===== src/rtl/mem_req_queue.sv =====
// Request queue between a core and the secondary port of a memory arbiter.
// Buffers core requests in FIFO order, retries the head while the arbiter denies it, and flags read returns.
module mem_req_queue #(
  parameter int PORTW     = 32,
  parameter int ADDRWIDTH = 15,
  parameter int DEPTH     = 4
) (
  input  logic                     clk,
  input  logic                     rst,
  input  logic [PORTW-1:0]         d_in,
  input  logic [ADDRWIDTH-1:0]     addr_in,
  input  logic                     en_in_x,
  input  logic                     wr_in_x,
  input  logic [PORTW-1:0]         bit_wr_in_x,
  output logic                     stall,
  output logic [PORTW-1:0]         d,
  output logic [ADDRWIDTH-1:0]     addr,
  output logic                     en_x,
  output logic                     wr_x,
  output logic [PORTW-1:0]         bit_wr_x,
  input  logic                     mem_busy,
  output logic                     rd_valid,
  output logic [$clog2(DEPTH):0]   level
);

  localparam int PTRW = $clog2(DEPTH);
  localparam int LVLW = PTRW + 1;
  localparam logic [LVLW-1:0] FULL_LVL = LVLW'(DEPTH);

  logic [PORTW-1:0]     d_mem    [DEPTH];
  logic [ADDRWIDTH-1:0] addr_mem [DEPTH];
  logic                 wr_mem   [DEPTH];
  logic [PORTW-1:0]     bwr_mem  [DEPTH];

  logic [PTRW-1:0] wr_ptr_q, wr_ptr_d;
  logic [PTRW-1:0] rd_ptr_q, rd_ptr_d;
  logic [LVLW-1:0] level_q, level_d;
  logic            rd_valid_q, rd_valid_d;

  logic full, empty, push, pop;

  // Push sees only the registered level, so a full queue refuses even when a pop frees a slot this edge.
  assign full  = (level_q == FULL_LVL);
  assign empty = (level_q == '0);
  assign push  = !en_in_x && !full;
  assign pop   = !empty && !mem_busy;

  // NOTE: every variable gets a default first so no path through always_comb can infer a latch.
  always_comb begin
    wr_ptr_d   = wr_ptr_q;
    rd_ptr_d   = rd_ptr_q;
    level_d    = level_q;
    rd_valid_d = pop && wr_mem[rd_ptr_q];
    if (push) wr_ptr_d = wr_ptr_q + 1'b1;
    if (pop)  rd_ptr_d = rd_ptr_q + 1'b1;
    case ({push, pop})
      2'b10:   level_d = level_q + 1'b1;
      2'b01:   level_d = level_q - 1'b1;
      default: level_d = level_q;
    endcase
  end

  // NOTE: state uses non-blocking assignments so all registers update together from pre-edge values.
  always_ff @(posedge clk or posedge rst) begin
    if (rst) begin
      wr_ptr_q   <= '0;
      rd_ptr_q   <= '0;
      level_q    <= '0;
      rd_valid_q <= 1'b0;
    end else begin
      wr_ptr_q   <= wr_ptr_d;
      rd_ptr_q   <= rd_ptr_d;
      level_q    <= level_d;
      rd_valid_q <= rd_valid_d;
    end
  end

  // NOTE: storage is deliberately not reset; level_q gates every read, so stale entries are never visible.
  always_ff @(posedge clk) begin
    if (push) begin
      d_mem[wr_ptr_q]    <= d_in;
      addr_mem[wr_ptr_q] <= addr_in;
      wr_mem[wr_ptr_q]   <= wr_in_x;
      bwr_mem[wr_ptr_q]  <= bit_wr_in_x;
    end
  end

  always_comb begin
    en_x     = 1'b1;
    wr_x     = 1'b1;
    bit_wr_x = '1;
    d        = '0;
    addr     = '0;
    if (!empty) begin
      en_x     = 1'b0;
      wr_x     = wr_mem[rd_ptr_q];
      bit_wr_x = bwr_mem[rd_ptr_q];
      d        = d_mem[rd_ptr_q];
      addr     = addr_mem[rd_ptr_q];
    end
  end

  assign stall    = full;
  assign rd_valid = rd_valid_q;
  assign level    = level_q;

endmodule


===== config.mk =====
export PLATFORM = sky130hd
export DESIGN_NAME = mem_req_queue
export DESIGN_NICKNAME = d
export VERILOG_FILES = /design/src/rtl/mem_req_queue.sv
export SDC_FILE = /design/constraint.sdc
export NUM_CORES = 1
export LEC_CHECK = 0
export ABC_AREA = 1
export CORE_MARGIN = 5
export CORE_UTILIZATION = 60
export DETAILED_ROUTE_END_ITERATION = 10
export PLACE_DENSITY = 0.87
export SYNTH_ARGS = -nofsm -noshare
export SYNTH_HDL_FRONTEND = slang
export SYNTH_SLANG_ARGS = --single-unit

===== constraint.sdc =====
create_clock -name clk -period 7.5 [get_ports clk]
set_input_delay 1.5 -clock clk [delete_from_list [all_inputs] [get_ports clk]]
set_output_delay 1.5 -clock clk [all_outputs]
set_load 0.02 [all_outputs]

==> impl_metrics.csv, run 1 <==
group,metric,value,unit
worst_setup_path,crit_chain,"clkinv_2, buf_4, nand3_1, nand2_1, nand2_1, clkdlybuf4s50_1",
placement,gp_congestion,0.7987,
worst_setup_path,cp.arrival,4.08,ns
synthesis,ys_top_cells_by_area,"edfxtp_1 (71%), nand2_1 (11%), nand3_1 (6.1%)",
global_routing,grt_start_max_net_pins,95,
timing,drv_slew,0,
worst_setup_path,slowest_delay,1.15,ns
synthesis,ys_seq_area_frac,0.7209,
placement,dp.cells,1627,
clocking,cts_resized,0,
detailed_routing,routed_wl,29.16,mm
timing,fmax,0.1791,GHz
cells_and_area,drive_gt1_frac,0.08268,
placement,dp_hpwl,16.45,mm
synthesis,netlist_instances,1225,
clocking,holdBufCountCts,0,
detailed_routing,vias,8996,
cells_and_area,fillers,1404,
cells_and_area,stdcell_area,16560,sq um
clocking,cts.htree.levels,2,
global_routing,grt_first_pass_wirelength,45.97,mm
clocking,post_cts_buffers,0,
worst_setup_path,cpMaxStageDelayCell,"dfrtp_4",
clocking,cts_tree,"built",
synthesis,synth_nets,1315,
global_routing,grt_overflow,0,
run_status,status,"finished, final reports clean",
synthesis,ys.warnings.count,0,
clocking,clk_pin_slew,0.06,ns
synthesis,yosys.area.top_type,"edfxtp_1",
worst_setup_path,crit_path_end_kind,"primary output",
placement,placed_cell_area,15450,sq um
clocking,clock_sinks,328,
cells_and_area,utilization,0.7359,
global_routing,grt_pass1_vias,9152,
timing,fin_crit_sh,0.7445,
clocking,cts_root_buf,"clkbuf_16",
timing,fin_crit,5.584,ns
detailed_routing,first_iter_violations,729,
floorplanning,io_pins,170,
floorplanning,rows,55,
detailed_routing,route.detailed.drc,0,
worst_setup_path,start_kind,"flop",
timing,setup_tns,0,ns
timing,slew_headroom,0.2449,
floorplanning,dieArea,25790,sq um
detailed_routing,via_per_inst,5.326,
timing,setup_viol,0,
cells_and_area,nets,1468,
floorplanning,die_w,160.6,um
detailed_routing,antenna_left,0,
cells_and_area,area_growth,21.69,%
timing,rsz0062_at_grt,"no",
timing,finalHoldViolations,0,
clocking,clkLatencyLatePin,0.50,ns
global_routing,track_usage,0.2238,
detailed_routing,wl_per_cell,17.26,um
timing,tightest_slew,1.130,ns
detailed_routing,first_pass_iters,5,
worst_setup_path,cp.required,6.00,ns
power,p_per_area,434.7,nW/um^2
cells_and_area,multi_input_area,2738,sq um
synthesis,ys_seq_elements,328,
worst_setup_path,crit_type,"flop to primary output",
power,peakVddDrop,400.1,uV
clocking,numCtsBuffers,34,
floorplanning,initial_utilization,0.6047,
cells_and_area,final_cell_mix,"nand2_1 (400), edfxtp_1 (320), clkdlybuf4s50_1 (169)",
floorplanning,core_area,22500,sq um
synthesis,syn_avg_cell_area,11.11,sq um
cells_and_area,final_common_cell,"nand2_1",
hold_path,hold_class,"flop to flop",
placement,portBuffers,169,
power,power.total,7.199,mW
cells_and_area,seqCellArea,9817,sq um
global_routing,antenna_found_initial,0,
cells_and_area,final_cells,1689,
floorplanning,die_y,160.6,um
power,leakage,6.741,nW
synthesis,syn_area,13610,sq um
worst_setup_path,cp_common_cell,"nand2_1",
synthesis,synth_cell_types,21,
synthesis,synth.top_cell.area_share,0.7061,
worst_setup_path,cp_max_fo,83,
clocking,cts_max_path_buffers,3,
job,cap_violations,0,
timing,skew,0.01461,ns
[synth_stat cells]
| library cell | instances |
|---|---|
| buf_4 | 5 |
| o21ai_0 | 1 |
| inv_4 | 1 |
| nand2_1 | 400 |
| o21ai_1 | 1 |
| nand4_1 | 1 |
| a21oi_1 | 47 |
| nand3_1 | 165 |
| nor2_1 | 5 |
| inv_1 | 145 |
| inv_2 | 52 |
| buf_6 | 3 |
| buf_2 | 33 |
| nand3_2 | 1 |
| fa_1 | 1 |
| ha_1 | 5 |
| clkinv_1 | 10 |
| dfrtp_1 | 8 |
| edfxtp_1 | 320 |
| clkbuf_1 | 19 |
| xnor2_1 | 2 |
[layout make-up]
type	instances	area share
Sequential cell	328	0.5928
Multi-Input combinational cell	629	0.1653
Timing Repair Buffer	177	0.1058
Clock buffer	48	0.06022
Inverter	208	0.04737
Tap cell	285	0.02153
Clock inverter	13	0.006800
Antenna cell	1	0.0001511
[per-layer routing]
layer | wire [um] | GRT usage | vias up
met5 | 0 | 0 | -
met4 | 775 | 0.06883 | 0
met3 | 2353 | 0.04722 | 64
met2 | 14870 | 0.4050 | 383
met1 | 11160 | 0.2700 | 4244
li1 | - | - | 4305
[power breakdown]
group	switching [mW]	internal (mW)	leakage (nW)
logic	1.80	1.11	3.17
registers	0.228	2.42	3.03
clock network	0.647	0.996	0.547
[logic make-up after synthesis]
| logic type | Yosys count | synth area share |
|---|---|---|
| AOI/OAI and AO/OA | 49 | 0.01802 |
| xor gates and xnor gates | 2 | 0.001287 |
| adders and majority gates | 6 | 0.006068 |
| buffers and inverters | 268 | 0.08018 |
| DFF | 328 | 0.7209 |
| and+or+nand+nor | 572 | 0.1736 |
[flip-flops by register name (all words and copies together), names as in the netlist]
register	cells
rd_ptr_q	2
wr_ptr_q	2
wr_mem	4
level	3
d_mem	128
addr_mem	60
rd_valid	1
bwr_mem	128
[final timing paths]
| kind | from | endpoint | slack (ns) | cells after the start |
|---|---|---|---|---|
| worst min-delay path | level[0]$_DFFE_PP0P_ | level[0]$_DFFE_PP0P_ | 0.54 | 1 |
| max in group asynchronous | rst | rd_ptr_q[0]$_DFFE_PP0P_ | 5.95 | 2 |
| worst max-delay path | rd_ptr_q[1]$_DFFE_PP0P_ | bit_wr_x[13] | 1.92 | 6 |
| min in group asynchronous | rst | rd_ptr_q[1]$_DFFE_PP0P_ | 1.26 | 2 |
| worst max register to register | level[1]$_DFFE_PP0P_ | bwr_mem[1][8]$_DFFE_PP_ | 4.45 | 5 |
| worst min register to register | level[0]$_DFFE_PP0P_ | level[0]$_DFFE_PP0P_ | 0.54 | 1 |
[per-stage QoR]
step	setup slack, ns	hold WS (ns)
finish	1.916	0.5351
global route	1.690	0.5749
CTS	1.893	0.5316
detailed placement	2.451	0.5207
global placement	2.448	0.5067
floorplan	1.915	0.4923
[critical path, delay by kind of cell (launching register included)]
kind | cells | cell delay [ns]
flops | 1 | 1.15
simple gates | 3 | 0.32
buf+inv | 3 | 2.10
Note: power is estimated with default switching activity, not from simulation.
==> run 2: changes to the inputs <==
Settings changed: CORE_UTILIZATION 60 to 50, PLACE_DENSITY 0.87 to 0.78.
Clock period 7.5 ns to 4.62 ns, I/O delays scaled along.
==> run 2 against run 1 <==
  * First-iteration DRC count fell by 7.0%
  * Sequential power rose by 56%
  * Routed wire length rose by 2.0%
  * Critical endpoint is now bit_wr_x[22]
  * Largest cell class unchanged
==> impl_metrics.csv, run 2 (synthesis gave the netlist of run 1 again) <==
group,metric,value,unit
floorplanning,rows,60,
global_routing,grt_first_pass_wirelength,47.09,mm
placement,placed_cell_area,15630,sq um
detailed_routing,first_pass_iters,5,
cells_and_area,stdcell_area,16700,sq um
cells_and_area,antenna_cells,0,
clocking,numCtsBuffers,35,
timing,worst_slack,0.7874,ns
power,power.total,11.73,mW
cells_and_area,utilization,0.6215,
clocking,clock_sinks,328,
clocking,cts_resized,0,
floorplanning,initial_utilization,0.5063,
placement,place_ws,1.280,ns
clocking,cts_root_buf,"clkbuf_16",
worst_setup_path,cp_common_cell,"nand2_1",
timing,fin_crit_sh,0.8296,
worst_setup_path,reg2reg_slack,2.22,ns
cells_and_area,final_cell_mix,"nand2_1 (400), edfxtp_1 (320), clkdlybuf4s50_1 (169)",
cells_and_area,drive_gt1_frac,0.08846,
timing,drv_slew,0,
cells_and_area,nets,1479,
worst_setup_path,start_kind,"flop",
timing,finalHoldViolations,0,
cells_and_area,seqCellArea,9817,sq um
global_routing,antenna_found_initial,4,
detailed_routing,routed_wl,29.74,mm
worst_setup_path,cp_max_fo,58,
worst_setup_path,crit_type,"flop to primary output",
worst_setup_path,cpMaxStageDelayCell,"dfrtp_4",
global_routing,grt_start_max_net_pins,83,
clocking,clkLatencyLatePin,0.51,ns
worst_setup_path,crit_path_end_kind,"primary output",
job,cap_violations,0,
cells_and_area,final_common_cell,"nand2_1",
timing,fmax,0.2609,GHz
detailed_routing,vias,8952,
power,p_per_area,702.0,nW/um^2
detailed_routing,via_per_inst,5.104,
worst_setup_path,cp.required,3.70,ns
power,leakage,6.775,nW
run_status,status,"finished, final reports clean",
placement,gp_congestion,0.7437,
floorplanning,dieArea,30620,sq um
clocking,cts.htree.levels,2,
global_routing,grt_pass1_vias,8858,
placement,dp_hpwl,16.99,mm
timing,hold_slack,0.5334,ns
timing,skew,0.007554,ns
timing,fin_crit,3.833,ns
power,peakVddDrop,497.2,uV
worst_setup_path,crit_chain,"buf_4, nand2_1, nand3_1, nand2_1, nand2_1, clkdlybuf4s50_1",
cells_and_area,multi_input_area,2738,sq um
timing,tightest_slew,1.067,ns
placement,dp.cells,1693,
hold_path,hold_class,"flop to flop",
clocking,clk_pin_slew,0.06,ns
clocking,holdBufCountCts,0,
cells_and_area,area_growth,22.74,%
worst_setup_path,cp.arrival,2.91,ns
floorplanning,io_pins,170,
cells_and_area,final_cells,1754,
worst_setup_path,slowest_delay,0.75,ns
timing,setup_viol,0,
timing,slew_headroom,0.2876,
floorplanning,core_area,26880,sq um
global_routing,track_usage,0.1930,
detailed_routing,wl_per_cell,16.96,um
cells_and_area,fillers,2022,
cells_and_area,reg_top3,"bwr_mem (128), d_mem (128), addr_mem (60)",
detailed_routing,route.detailed.drc,0,
clocking,cts_max_path_buffers,3,
timing,setup_tns,0,ns
detailed_routing,antenna_left,0,
global_routing,grt_overflow,0,
detailed_routing,first_iter_violations,678,
floorplanning,die_w,175.0,um
clocking,post_cts_buffers,0,
clocking,cts_tree,"built",
timing,rsz0062_at_grt,"no",
floorplanning,die_y,175.0,um
placement,portBuffers,169,
## run 2: per-layer routing
| metal | GRT usage | wire, um | up-vias |
|---|---|---|---|
| met1 | 0.2501 | 11870 | 4253 |
| li1 | - | - | 4331 |
| met2 | 0.3291 | 14910 | 298 |
| met5 | 0 | 53 | - |
| met4 | 0.05205 | 656 | 8 |
| met3 | 0.04673 | 2258 | 62 |
## run 2: area by class of cell
cell class	instances	share of cell area
Clock buffer	43	0.05424
Clock inverter	18	0.009963
Inverter	208	0.04697
Multi-Input combinational cell	629	0.1639
Sequential cell	328	0.5878
Tap cell	341	0.02554
Timing Repair Buffer	187	0.1116
## run 2: final timing paths
kind / startpoint / endpoint / cells after the start
worst max-delay path: rd_ptr_q[0]$_DFFE_PP0P_ / bit_wr_x[22] / 6
worst min-delay path: level[0]$_DFFE_PP0P_ / level[0]$_DFFE_PP0P_ / 1
worst max register to register: level[1]$_DFFE_PP0P_ / level[2]$_DFFE_PP0P_ / 12
worst min register to register: level[0]$_DFFE_PP0P_ / level[0]$_DFFE_PP0P_ / 1
max in group asynchronous: rst / rd_ptr_q[1]$_DFFE_PP0P_ / 2
min in group asynchronous: rst / level[1]$_DFFE_PP0P_ / 2
## run 2: critical path: cells and delay by family (launching register included)
kind	cells	cell delay, ns
simple gates	4	0.43
flops	1	0.75
buf+inv	2	1.22
## run 2: power breakdown
part	switching, mW	internal, mW	leakage [nW]	total [mW]
sequential	0.207	3.92	3.03	4.13
combinational	3.11	1.86	3.23	4.97
clock	1.07	1.56	0.521	2.63
